**config.mk**
```make
export PLATFORM = sky130hd
export DESIGN_NAME = wb_daq_channel_buffer
export DESIGN_NICKNAME = d
export VERILOG_FILES = /design/src/rtl/wb_daq_channel_buffer.sv
export SDC_FILE = /design/constraint.sdc
export NUM_CORES = 1
export LEC_CHECK = 0
export CAP_MARGIN = 10
export CORE_MARGIN = 3
export CORE_UTILIZATION = 55
export DETAILED_ROUTE_END_ITERATION = 10
export GPL_TIMING_DRIVEN = 0
export PLACE_DENSITY_LB_ADDON = 0.1
export SETUP_SLACK_MARGIN = 0.1
export SLEW_MARGIN = 20
export SYNTH_ARGS = -nofsm -noshare
export SYNTH_HDL_FRONTEND = slang
export SYNTH_SLANG_ARGS = --single-unit
```
**constraint.sdc**
```tcl
create_clock -name wb_clk -period 5.3 [get_ports wb_clk]
set_input_delay 0.795 -clock wb_clk [delete_from_list [all_inputs] [get_ports wb_clk]]
set_output_delay 0.795 -clock wb_clk [all_outputs]
set_load 0.01 [all_outputs]
```
**src/rtl/wb_daq_channel_buffer.sv**
```systemverilog
// Per-channel DAQ sample buffer: packs ADC samples into bus words, queues them in a
// FIFO and drains fixed-length bursts to the SRAM arbiter via start/grant/done.
module wb_daq_channel_buffer #(
    parameter int DW     = 32,
    parameter int ADC_DW = 8,
    parameter int DEPTH  = 16,
    parameter int AW     = $clog2(DEPTH)
) (
    input  logic              wb_clk,
    input  logic              wb_rst,
    input  logic              enable,
    input  logic [1:0]        data_width,
    input  logic [ADC_DW-1:0] adc_data_in,
    input  logic              data_ready,
    input  logic [AW:0]       threshold,
    input  logic              grant,
    input  logic              data_done,
    input  logic              clear_overflow,
    output logic              sram_start,
    output logic [DW-1:0]     sram_data_out,
    output logic              fifo_empty,
    output logic              fifo_full,
    output logic [AW:0]       fifo_level,
    output logic              overflow,
    output logic [DW-1:0]     status
);

    typedef enum logic [1:0] {
        ST_IDLE = 2'd0,
        ST_REQ  = 2'd1,
        ST_XFER = 2'd2
    } state_t;

    localparam logic [AW:0] LP_DEPTH = (AW+1)'(DEPTH);
    localparam logic [AW:0] LP_ONE   = (AW+1)'(1);

    // Packer state
    logic [1:0]    r_lane;
    logic [DW-1:0] r_pack;

    // FIFO state
    logic [DW-1:0] r_mem [DEPTH];
    logic [AW-1:0] r_wptr;
    logic [AW-1:0] r_rptr;
    logic [AW:0]   r_level;
    logic          r_overflow;

    // Burst FSM state
    state_t        r_state;
    logic          r_start;
    logic [DW-1:0] r_data_out;
    logic [AW:0]   r_burst;
    logic [AW:0]   r_t;

    logic [DW-1:0] w_samp;
    logic [DW-1:0] w_lane_data;
    logic [DW-1:0] w_word;
    logic          w_last;
    logic          w_complete;
    logic          w_push;
    logic          w_pop;
    logic          w_full;
    logic          w_empty;
    logic [AW:0]   w_t_eff;

    assign w_samp = DW'(adc_data_in);

    // Place the masked sample into its lane; lanes above the current one stay zero.
    always_comb begin
        w_lane_data = '0;
        w_last      = 1'b0;
        case (data_width)
            2'd0: begin
                w_lane_data = (w_samp & DW'(32'h0000_00FF)) << {r_lane, 3'b000};
                w_last      = (r_lane == 2'd3);
            end
            2'd1: begin
                w_lane_data = (w_samp & DW'(32'h0000_FFFF)) << (r_lane[0] ? 5'd16 : 5'd0);
                w_last      = r_lane[0];
            end
            default: begin
                w_lane_data = w_samp;
                w_last      = 1'b1;
            end
        endcase
    end

    assign w_word     = r_pack | w_lane_data;
    assign w_complete = enable & data_ready & w_last;

    assign w_full  = (r_level == LP_DEPTH);
    assign w_empty = (r_level == '0);

    // Level >= T at request time guarantees every burst pop finds data.
    assign w_pop = ((r_state == ST_REQ) && grant) ||
                   ((r_state == ST_XFER) && data_done && (r_burst != r_t));
    assign w_push = w_complete && (!w_full || w_pop);

    always_comb begin
        if (threshold == '0)
            w_t_eff = LP_ONE;
        else if (threshold > LP_DEPTH)
            w_t_eff = LP_DEPTH;
        else
            w_t_eff = threshold;
    end

    always_ff @(posedge wb_clk) begin
        if (!wb_rst) begin
            r_lane <= 2'd0;
            r_pack <= '0;
        end else if (!enable) begin
            r_lane <= 2'd0;
            r_pack <= '0;
        end else if (data_ready) begin
            if (w_last) begin
                r_lane <= 2'd0;
                r_pack <= '0;
            end else begin
                r_lane <= r_lane + 2'd1;
                r_pack <= w_word;
            end
        end
    end

    always_ff @(posedge wb_clk) begin
        if (w_push)
            r_mem[r_wptr] <= w_word;
    end

    always_ff @(posedge wb_clk) begin
        if (!wb_rst) begin
            r_wptr     <= '0;
            r_rptr     <= '0;
            r_level    <= '0;
            r_overflow <= 1'b0;
        end else begin
            if (w_push)
                r_wptr <= r_wptr + AW'(1);
            if (w_pop)
                r_rptr <= r_rptr + AW'(1);
            case ({w_push, w_pop})
                2'b10:   r_level <= r_level + LP_ONE;
                2'b01:   r_level <= r_level - LP_ONE;
                default: r_level <= r_level;
            endcase
            // A drop in the same cycle as a clear keeps the flag set.
            if (w_complete && !w_push)
                r_overflow <= 1'b1;
            else if (clear_overflow)
                r_overflow <= 1'b0;
        end
    end

    always_ff @(posedge wb_clk) begin
        if (!wb_rst) begin
            r_state    <= ST_IDLE;
            r_start    <= 1'b0;
            r_data_out <= '0;
            r_burst    <= '0;
            r_t        <= LP_ONE;
        end else begin
            case (r_state)
                ST_IDLE: begin
                    r_start <= 1'b0;
                    if (r_level >= w_t_eff) begin
                        r_t     <= w_t_eff;
                        r_state <= ST_REQ;
                        r_start <= 1'b1;
                    end
                end
                ST_REQ: begin
                    r_start <= 1'b1;
                    if (grant) begin
                        r_data_out <= r_mem[r_rptr];
                        r_burst    <= LP_ONE;
                        r_state    <= ST_XFER;
                    end
                end
                ST_XFER: begin
                    r_start <= 1'b1;
                    if (data_done) begin
                        if (r_burst == r_t) begin
                            r_state <= ST_IDLE;
                            r_start <= 1'b0;
                        end else begin
                            r_data_out <= r_mem[r_rptr];
                            r_burst    <= r_burst + LP_ONE;
                        end
                    end
                end
                default: begin
                    r_state <= ST_IDLE;
                    r_start <= 1'b0;
                end
            endcase
        end
    end

    assign sram_start    = r_start;
    assign sram_data_out = r_data_out;
    assign fifo_empty    = w_empty;
    assign fifo_full     = w_full;
    assign fifo_level    = r_level;
    assign overflow      = r_overflow;
    assign status        = DW'({r_lane, r_state, r_overflow, w_full, w_empty, 8'(r_level)});

endmodule

```
======== After elaboration in Yosys (flattened, before gate mapping) ========
Memory sizes are Yosys's and may differ from the RTL's. A register that Yosys moved wholly into a read port is not among the register bits.
Index checks and enable logic that the tools add are counted.
word-level totals
  bits in registers ....................... 93
  bits in latches ......................... 0
  bits in writable memories ............... 512
  bits in read-only memories .............. 0
  bits of input ports ..................... 22
  output and inout port bits .............. 73
  word-level logic and storage cells ...... 90
  memories kept ........................... 1
operators by class
  add/sub/neg operators ................... 6
  $mul .................................... 0
  divide/modulo/power cells ............... 0
  $lt $le $gt $ge ......................... 2
  eq/ne operators ......................... 14
  shift operators ......................... 2
  muxes and demuxes ....................... 31
  bitwise logic cells ..................... 3
  reduce and logical (&&, ||, !) cells .... 20
memories
  memory  words  bits a word  rd ports  clocked after memory_dff  write ports  RTL line  source
  r_mem   16     32           1         1                         1            42        logic [DW-1:0] r_mem [DEPTH];
operator list
  kind                                                              count
  32-bit two-way mux                                                4
  32-bit one-hot mux with 2 select lines                            2
  8-bit by 5-bit left shift with 32-bit output                      2
  32-bit OR                                                         1
  5-bit two-way mux                                                 6
  5-bit one-hot mux with 2 select lines                             2
  5-bit by 1-bit adder with 5-bit output (second input constant)    2
  5-bit logical NOT                                                 2
  2-bit two-way mux                                                 5
  4-bit by 1-bit adder with 4-bit output (second input constant)    2
  4-bit two-way mux                                                 2
  2-bit != test (second input constant)                             4
  4-bit AND reduction                                               2
  1-bit two-way mux                                                 7
  2-bit by 1-bit == test with 1-bit output (second input constant)  3
  2-bit == test (second input constant)                             3
  2-bit one-hot mux with 3 select lines                             1
  2-bit nonzero test                                                3
  5-bit == test                                                     1
  5-bit == test (second input constant)                             1
  5-bit >= comparator                                               1
  5-bit greater-than comparator (second input constant)             1
  1-bit logical AND                                                 5
  5-bit != test                                                     1
  other kinds (10)                                                  15

======== Longest topological paths before layout ========
Gate-level depths: netlist of the first run.
  depth after elaboration ................. 9
  gate-level depth with buffers ........... 15
  gate-level depth less buffers ........... 13

======== Worst setup path before layout of the first run ========
OpenSTA, ideal clock, no wires.
  path type ............................... input to register
  start point ............................. input port data_done
  end point ............................... memory r_mem[0][0], enable pin
  setup time .............................. 0.461 ns
  arrival time ............................ 3.960 ns
  data required time ...................... 4.839 ns
  slack ................................... 0.879 ns
  cell stages on the path ................. 7
  path buffers ............................ 1
  path through ............................ and3b_1 > o21ai_0 > o211ai_2 > buf_2 > o21a_1 > nand2_1 > nor3_1
between the ends
  longest elaborated chain between the ends .. 7
ends and longest elaborated chain
  what                                     RTL line  source
  from (decl)                              17        input logic data_done,
  1-bit logical AND (2 in a row)           96        ((r_state == ST_XFER) && data_done && (r_burst != r_t));
  1-bit logical OR                         95        assign w_pop = ((r_state == ST_REQ) && grant) ||
  1-bit logical OR                         97        assign w_push = w_complete && (!w_full || w_pop);
  1-bit logical AND                        97
  1-bit two-way mux                        127       if (w_push)
  1-bit two-way mux (not written as such)  128       r_mem[r_wptr] <= w_word;
  to (decl)                                42
No other way between the ends.

======== Worst setup path after layout of the first run ========
  start point ............................. input port data_done
  end point ............................... register r_level[4] (netlist: fifo_level[4])
between the ends
  longest elaborated chain between the ends .. 7
  elaborated cells on any way between the ends .. 9
  classes of those cells .................. eq/ne (2); mux (1); reduce/logical (6)
ends and longest elaborated chain
  what                                                                                RTL line  source
  1-bit logical AND (*) (2 in a row)                                                  96
  1-bit logical OR (*)                                                                95
  1-bit logical OR                                                                    97
  1-bit logical AND                                                                   97
  2-bit by 1-bit == test with 1-bit output / 2-bit == test (equally long branches)    142       case ({w_push, w_pop})
  5-bit one-hot mux with 2 select lines / 2-bit nonzero test (equally long branches)  -
  to (signal assigned)                                                                143       2'b10: r_level <= r_level + LP_ONE;
  to (signal assigned)                                                                144       2'b01: r_level <= r_level - LP_ONE;
  to (signal assigned)                                                                145       default: r_level <= r_level;
  to (decl)                                                                           45        logic [AW:0] r_level;
Every way passes the cells marked *; elsewhere a longest branch is shown, timed or not.
A chain may end at the register's enable or synchronous reset.

==> metrics list, run 1 <==
- The flow ran to the end, and the final reports show no timing, DRC or antenna violations.
- The number of clock buffers added by TritonCTS is 60.
- Fin Clk Skew: 0.01638 ns
- The die covers 45730 um^2.
- Summed over all nets, the half-perimeter wirelength after detailed placement is approximately 35000 um.
- Post-route non-filler standard cell count: 2059
- Share of cells above drive strength 1: 0.2328
- The worst path in the final design needs a cycle of 3.797 ns, including I/O delays and setup.
- During placement, the flow inserted port buffers numbering 73.
- Via count of the first global-routing pass: 12281
* Delay contributed by the slowest stage of the critical path: 0.57 ns
- Clock-pin slew was measured on the worst setup and hold paths at approximately 0.06 ns.
- Number of hold buffers added after cts: 0
* Endpoint type of the worst setup path: register
- Worst path setup slack after routing: 1.503 ns
* Number of placed instances, taps included: 1947
* Cell area power density: 380.9 nW/um^2
- The area growth from synthesis to layout is 17.47%.
* First-pass GRT wire length: 80970 um
- Of the synthesized area, sequential elements account for 0.7288.
- 0 antenna diodes ended up in the layout.
- For this block, the initial DRC count from the detailed router was ~1400.
* Number of enable flip-flop cells after synthesis: 512
- Top flip-flop cell by instance count after synthesis: sky130_fd_sc_hd__edfxtp_1
* CP max-delay cell: sky130_fd_sc_hd__clkbuf_1
- Largest net degree at the start of global routing: 19
* Worst slack at placement: 0.8832 ns
- Setup repair after global routing left no endpoint under its margin.
- At the pin with the least slew margin, the transition time is about 1.1 ns.
- Worst vdd ir: 0.0002675 V
- For the worst-skew pair, the clock arrives at the later sink with an insertion delay of 0.61 ns.
- CTS max path bufs: 3
* Remaining routing DRC violations: 0
* Leakage component of the power: 9.262 nW
* Count of mapped cells out of synthesis: 1241
* Count of distinct cell types in the synthesized netlist: 52
* Routed wire length: 54900 um
- Number of resized instances in the post-cts repair step: 0
- Routed vias/inst: 5.935
- TritonCTS built the clock tree.
- Headroom to the max-slew limit came out at 0.2928.
- IO Pins: between 90 and 100
- Class of the tightest hold or removal check: register to register
- Row generation in the floorplan step produced 75 rows.
- Buffers added to address setup during post-CTS repair amount to 0.
* Fmax: 263.3 MHz
- Final hold analysis gives a worst-case slack of 0.4447 ns.
- Final antenna-violating net count: 0
- Combinational cell fraction of total power: 0.111
* Total number of H-tree levels: 2
- Max-slew violation count: 0
* Global-route usage over all layers: 0.2482
* Initial Utilization: 0.5614
- Total Nets Final: approximately 1500
- The critical path goes through clkdlybuf4s50_1 -> and3b_1 -> o21ai_0 -> o211ai_2 -> buf_2 -> clkbuf_1 -> nand2_1 -> inv_1 -> ha_1 -> nor2b_1 -> o21a_1 -> o211a_1 -> mux2_2 -> xnor2_1 -> nor2_1.
* Vias: around 12000
- Die height: roughly 210 um
- Once layout is done, the placed cells without fillers occupy 27910 um^2.
* Top cell family by delay on the critical path: buffers and inverters
- Dividing the detail-routed wire length by the instance count gives approximately 27 um.
- Summed over all nets, the switching power comes to 2.401 mW.
- The number of antenna violations at the first check in global routing came to 1.
* Standard cell area after detailed placement: roughly 26000 um^2
- Switching power share of the total: 0.2259
* Floorplan die width: 213.8 um
* Weighted congestion at the end of routability-driven global placement: 0.8045
- Internal power comes to 8.230 mW.
* Final hold violation count: 0
* Synthesis-stage register bit count: 609
- After floorplanning, the core was sized to cover 42320 um^2.
- Crit Path Class: input port to register
- Yosys Warn Count: 0
* Clock share of power: 0.392
- Of all flip-flops after synthesis, the portion carrying an async set or reset was 0.
- Detailed-router iteration count before antenna repair: 7
- The tree is rooted in a sky130_fd_sc_hd__clkbuf_16.
- Share of the clock period used by the worst path after layout: 0.7165
- The synthesized netlist occupies a cell area of around 24000 um^2.
- Worst setup SP type: input port
* Total grt overflow: 0
* Setup violators final: 0
- Across the run, the number of max-cap violations was 0.
* Clock sink total: 609
- Syn_area_per_cell: 19.15 um^2
- Utilization after layout: 0.6595
* Sequential share of power: 0.497
- For the worst setup path, the data arrival time is 4.28 ns.
* Required time worst endpoint: 5.79 ns
* Maximum net fanout on the critical path: 10
- Counting both buffers and inverters, the worst setup path holds a total of 4.
-- power groups by stage --
stage,clock network [mW],registers [mW],logic (mW)
floorplan,0,5.39,0.762
global placement,0,5.38,1.17
detailed placement,0,5.38,1.19
CTS,4.24,5.28,1.20
global route,4.42,5.29,1.27
finish,4.17,5.28,1.18
-- final timing paths --
| path | from | to | slack (ns) | depth (start not counted) |
|---|---|---|---|---|
| min | sram_data_out[18]$_SDFFE_PN0P_ | sram_data_out[18]$_SDFFE_PN0P_ | 0.44 | 2 |
| max | data_done | fifo_level[4]$_SDFFE_PN0P_ | 1.50 | 15 |
| max reg2reg | r_lane[0]$_SDFFE_PN0P_ | r_mem[2][29]$_DFFE_PP_ | 1.68 | 11 |
| min reg2reg | sram_data_out[18]$_SDFFE_PN0P_ | sram_data_out[18]$_SDFFE_PN0P_ | 0.44 | 2 |
-- worst reg2reg max path, stage by stage (launching register included) --
cell	delay (ns)
sky130_fd_sc_hd__dfxtp_1	0.46
sky130_fd_sc_hd__ha_1	0.18
sky130_fd_sc_hd__nor2b_1	0.23
sky130_fd_sc_hd__o311a_1	0.37
sky130_fd_sc_hd__buf_2	0.29
sky130_fd_sc_hd__o21a_1	0.28
sky130_fd_sc_hd__nand2_1	0.26
sky130_fd_sc_hd__nor3_2	0.33
sky130_fd_sc_hd__buf_4	0.27
sky130_fd_sc_hd__buf_4	0.23
sky130_fd_sc_hd__buf_4	0.23
sky130_fd_sc_hd__buf_4	0.21
-- cell usage after synthesis (all sizes together) (2+ instances only) --
master | count | area [um^2]
mux4 | 160 | 3697
nand2 | 87 | 326.6
nor3b | 17 | 127.6
nand3 | 5 | 25.02
inv | 12 | 45.04
nor2 | 64 | 240.2
ha | 15 | 187.7
nor2b | 3 | 18.77
and2 | 2 | 12.51
xnor2 | 7 | 61.31
o211ai | 3 | 32.53
a21oi | 14 | 70.07
nand2b | 5 | 31.28
buf | 59 | 450.4
a21o | 35 | 262.8
o21a | 2 | 15.01
nor3 | 13 | 65.06
dfxtp | 97 | 1942
nor4 | 2 | 18.77
nand3b | 2 | 15.01
mux2i | 7 | 73.82
xor2 | 11 | 96.34
edfxtp | 512 | 15370
nand4 | 3 | 18.77
a22oi | 2 | 15.01
clkbuf | 31 | 116.4
o21ai | 53 | 265.3
o31ai | 3 | 22.52
-- state kept, by name (all words and copies together), names as in the netlist, named ones only --
register,flops
r_lane,2
sram_data_out,32
r_wptr,4
r_mem,512
r_rptr,4
r_pack,32
overflow,1
r_state,2
r_burst,5
sram_start,1
fifo_level,5
r_t,5
-- routing by layer --
metal  vias to the layer above  global-route usage  routed length (um)
met4                         0             0.06176                1051
li1                       5310                   -                   -
met5                         -                   0                   0
met3                        71             0.03980                4321
met1                      6372              0.3663               22960
met2                       467              0.3979               26580
-- kinds of logic after synthesis --
family | count (synthesis) | synth area share
flip-flops | 609 | 0.7288
AO/OA/AOI/OAI | 119 | 0.03128
buffers and inverters | 102 | 0.02575
adder cells (fa/ha/maj) | 16 | 0.008742
XOR/XNOR | 18 | 0.006635
multiplexers | 168 | 0.1592
other | 1 | 0.0001578
AND/OR/NAND/NOR | 208 | 0.03939
-- layout make-up --
type / count / area [um^2]
plain buffers: 90 / 570.5
clock buffers: 76 / 1633
clock inverters: 36 / 306.5
fillers: 2827 / 14410
inverters: 12 / 45.04
multi-input cells: 549 / 6017
flip-flops and latches: 609 / 17320
well taps: 577 / 721.9
repair buffers: 110 / 1300
-- stage by stage --
stage,power (mW),TNS (ns)
after floorplan,6.156,0
after global placement,6.559,-674.84
after detailed placement,6.577,0
after CTS,10.72,0
after global routing,10.98,0
final,10.63,0
-- cells in the final DEF, fill, tap and decap left out, types with 6 or more instances in the layout --
cell type and n:
sky130_fd_sc_hd__a21o_1 35, sky130_fd_sc_hd__a21oi_1 14, sky130_fd_sc_hd__buf_12 8, sky130_fd_sc_hd__buf_16 9, sky130_fd_sc_hd__buf_2 10, sky130_fd_sc_hd__buf_4 45
sky130_fd_sc_hd__buf_6 15, sky130_fd_sc_hd__clkbuf_1 41, sky130_fd_sc_hd__clkbuf_16 61, sky130_fd_sc_hd__clkdlybuf4s50_1 73, sky130_fd_sc_hd__clkinv_2 23, sky130_fd_sc_hd__conb_1 20
sky130_fd_sc_hd__dfxtp_1 97, sky130_fd_sc_hd__edfxtp_1 512, sky130_fd_sc_hd__ha_1 15, sky130_fd_sc_hd__inv_1 12, sky130_fd_sc_hd__mux2i_1 6, sky130_fd_sc_hd__mux4_1 25
sky130_fd_sc_hd__mux4_2 135, sky130_fd_sc_hd__nand2_1 87, sky130_fd_sc_hd__nor2_1 52, sky130_fd_sc_hd__nor2_4 12, sky130_fd_sc_hd__nor3_1 8, sky130_fd_sc_hd__nor3b_1 17
sky130_fd_sc_hd__o21ai_0 21, sky130_fd_sc_hd__o21ai_1 32, sky130_fd_sc_hd__xnor2_1 7, sky130_fd_sc_hd__xor2_1 11
Note: power is estimated with default switching activity, not from simulation.
==> run 2, diff against run 1 <==
==> constraint.sdc (replaced) <==
create_clock -name wb_clk -period 3.55 [get_ports wb_clk]
set_input_delay 0.5325 -clock wb_clk [delete_from_list [all_inputs] [get_ports wb_clk]]
set_output_delay 0.5325 -clock wb_clk [all_outputs]
set_load 0.01 [all_outputs]
==> run 2 against run 1 <==
  * Non-clock buffer count grew 2
  * Sequential share of layout area decreased by 0.29 points
  * Sequential power increased by 49%
  * Clock power increased by 42%
  * Clock-buffer cell count increased by 14
  * Critical path type is now register to register
  * Largest cell class unchanged
  * Largest power group unchanged
  * Highest routed layer is now met5
==> metrics list, run 2 (same netlist as run 1, synthesis figures left out) <==
- Across all setup checks in the final design, the least slack found is 0.2826 ns.
- In the final layout, the share of cells above drive strength 1 is 0.2234.
* Vias: 12344
- The root buffer cell chosen for the clock tree is sky130_fd_sc_hd__clkbuf_16.
- Total grt overflow: 0
- Crit Path Class: register to register
- Transition time of the tightest slew-check pin: 1.029 ns
- In the layout the commonest cells are 512 x sky130_fd_sc_hd__edfxtp_1, 135 x sky130_fd_sc_hd__mux4_2, 97 x sky130_fd_sc_hd__dfxtp_1, 87 x sky130_fd_sc_hd__nand2_1, 73 x sky130_fd_sc_hd__clkdlybuf4s50_1.
- For this design the static power due to leakage is 9.218 nW.
- In this run the power density over the cells is around 560 nW/um^2.
- Remaining routing DRC violations: 0
* Required time worst endpoint: between 4 and 5 ns
- Worst slack at placement: -0.5610 ns
- Detailed-router iteration count before antenna repair: 7
- Class of the tightest hold or removal check: input port to register
- Outcome: complete, no violations
* Clock sink total: roughly 600
* Post-detailed-route wirelength per cell: approximately 26 um
* Worst vdd ir: 0.0004095 V
- Routed vias/inst: around 6
* Share of the clock period used by the worst path after layout: 0.9204
- The final layout contains routed wiring with a total length of approximately 55000 um.
- Placed wire-length estimate: 35260 um
- CTS max path bufs: 3
* Number of hold buffers added after cts: 0
- The die covers 45730 um^2.
- Measured along the y axis, the die boundary spans about 210 um.
* Final min period: 3.267 ns
* Number of core rows: 75
- Top cell family by delay on the critical path: buffers and inverters
- First-pass GRT wire length: roughly 80000 um
- Weighted congestion at the end of routability-driven global placement: 0.7745
- For the final routed database, the setup TNS stands at 0 ns.
- Crit path DAT: 3.76 ns
* Worst-path clk slew: around 0.060 ns
- The library cell used most frequently in the layout, excluding fill and tap cells, is sky130_fd_sc_hd__edfxtp_1.
* Relative area change from synthesis to final layout: 18.02%
- Total buffers and inverters traversed by the critical path: 4
- For this run, the total global-route usage over all layers was measured as 0.2467.
- IO Pins: 95
- The final layout contains 1472 nets.
* Largest register FFs: 512
* DR iter-0 viols: between 1000 and 1500
- STA classifies the critical path startpoint as a register.
- Buffers inserted during clock tree synthesis total 60.
* Antenna violations before repair: 2
- The later pin in the worst-skew pair is clocked with a latency of 0.62 ns.
* Diodes inserted: 0
- Via count of the first global-routing pass: 12341
- Cell chain of the critical path: buf_2 -> and3b_1 -> o21ai_0 -> o211ai_4 -> clkbuf_4 -> buf_2 -> nand2_1 -> inv_1 -> ha_1 -> nor2b_1 -> o21a_1 -> o211a_1 -> mux2_2 -> xnor2_1 -> nor2_1
- Ranked by flip-flop count, first place goes to r_mem.
- STA classifies the critical path endpoint as a register.
* CP max-delay cell: sky130_fd_sc_hd__dfxtp_1
- Setup repair after global routing could not meet its margin everywhere.
* Setup violators final: 0
- Among the stages of the critical path, the cell type that occurs most often is sky130_fd_sc_hd__buf_2.
- The final max-slew violation count was 0.
- Largest net degree at the start of global routing: 20
- Clock skew on the completed layout was measured at roughly 0.02 ns.
* Slew Limit Headroom: 0.3140
- Maximum net fanout on the critical path: 10
* Count of buffers inserted at the top-level ports: 73
* Final hold violation count: 0
- The tool flagged a number of max-cap violations equal to 0.
- The largest single stage delay on the critical path is 0.32 ns.
- For this configuration, the core starts out at a cell density of 0.5614.
- Floorplan die width: roughly 210 um
- Total number of H-tree levels: 2
- The count of nets left with antenna violations once routing finished came out at 0.
- Static timing analysis puts the maximum clock frequency at 306.1 MHz.
* Core area: 42320 um^2
* TritonCTS clock tree: yes
## run 2: area by class of cell
class / instances / area [um^2]
Timing Repair Buffer: 112 / 1496
Inverter: 12 / 45.04
Clock buffer: 90 / 1685
Tap cell: 577 / 721.9
Clock inverter: 24 / 150.1
Sequential cell: 609 / 17320
Multi-Input combinational cell: 549 / 6051
Fill cell: 2825 / 14280
Buffer: 90 / 573.1
## run 2: where the power goes
group          internal [mW]  leakage [nW]  total, mW  switching (mW)
registers               7.80          5.44       7.89          0.0862
logic                  0.892          2.89       1.76           0.870
clock network           3.34         0.891       5.94            2.60
## run 2: what timing repair did
item / in CTS / in global routing
setup endpoints to repair: 1 / 87
resized for setup: 1 / 3
pin swaps: 0 / 5
setup buffers: 0 / 9
## run 2: worst reg2reg max path: stages (launching register included)
cell	delay, ns
sky130_fd_sc_hd__dfxtp_1	0.32
sky130_fd_sc_hd__buf_2	0.20
sky130_fd_sc_hd__and3b_1	0.20
sky130_fd_sc_hd__o21ai_0	0.14
sky130_fd_sc_hd__o211ai_4	0.19
sky130_fd_sc_hd__clkbuf_4	0.30
sky130_fd_sc_hd__buf_2	0.28
sky130_fd_sc_hd__nand2_1	0.14
sky130_fd_sc_hd__inv_1	0.14
sky130_fd_sc_hd__ha_1	0.28
sky130_fd_sc_hd__nor2b_1	0.15
sky130_fd_sc_hd__o21a_1	0.17
sky130_fd_sc_hd__o211a_1	0.19
sky130_fd_sc_hd__mux2_2	0.26
sky130_fd_sc_hd__xnor2_1	0.13
sky130_fd_sc_hd__nor2_1	0.05
## run 2: per-layer routing
layer	routed length, um	vias up	share of wire	track usage
met5	12	-	0.00022	0
met4	796	2	0.015	0.05811
met3	4041	64	0.074	0.04974
met2	26330	466	0.48	0.3869
met1	23440	6482	0.43	0.3665
li1	-	5330	-	-
## run 2: path summary, 6_finish.rpt
| kind | from | to | slack [ns] | depth (start not counted) |
|---|---|---|---|---|
| max reg2reg | r_state[1]$_SDFFE_PN0P_ | fifo_level[4]$_SDFFE_PN0P_ | 0.28 | 15 |
| min reg2reg | sram_data_out[31]$_SDFFE_PN0P_ | sram_data_out[31]$_SDFFE_PN0P_ | 0.44 | 2 |
| max | r_state[1]$_SDFFE_PN0P_ | fifo_level[4]$_SDFFE_PN0P_ | 0.28 | 15 |
| min | data_ready | r_pack[16]$_SDFFE_PN0P_ | 0.29 | 3 |
## run 2: per-stage QoR
| step | instance area, um^2 | instances | hold slack [ns] | util | power (mW) |
|---|---|---|---|---|---|
| 2_1_floorplan | 23850 | 1260 | 0.4495 | - | 9.190 |
| 3_3_place_gp | 25300 | 1910 | 0.4348 | 0.5979 | 9.783 |
| 3_5_place_dp | 26070 | 1940 | 0.4407 | 0.6159 | 9.826 |
| 4_1_cts | 27900 | 2054 | 0.2577 | 0.6593 | 15.74 |
| 5_1_grt | 28040 | 2063 | 0.2919 | 0.6625 | 16.16 |
| 6_report | 28040 | 2063 | 0.2875 | 0.6625 | 15.59 |
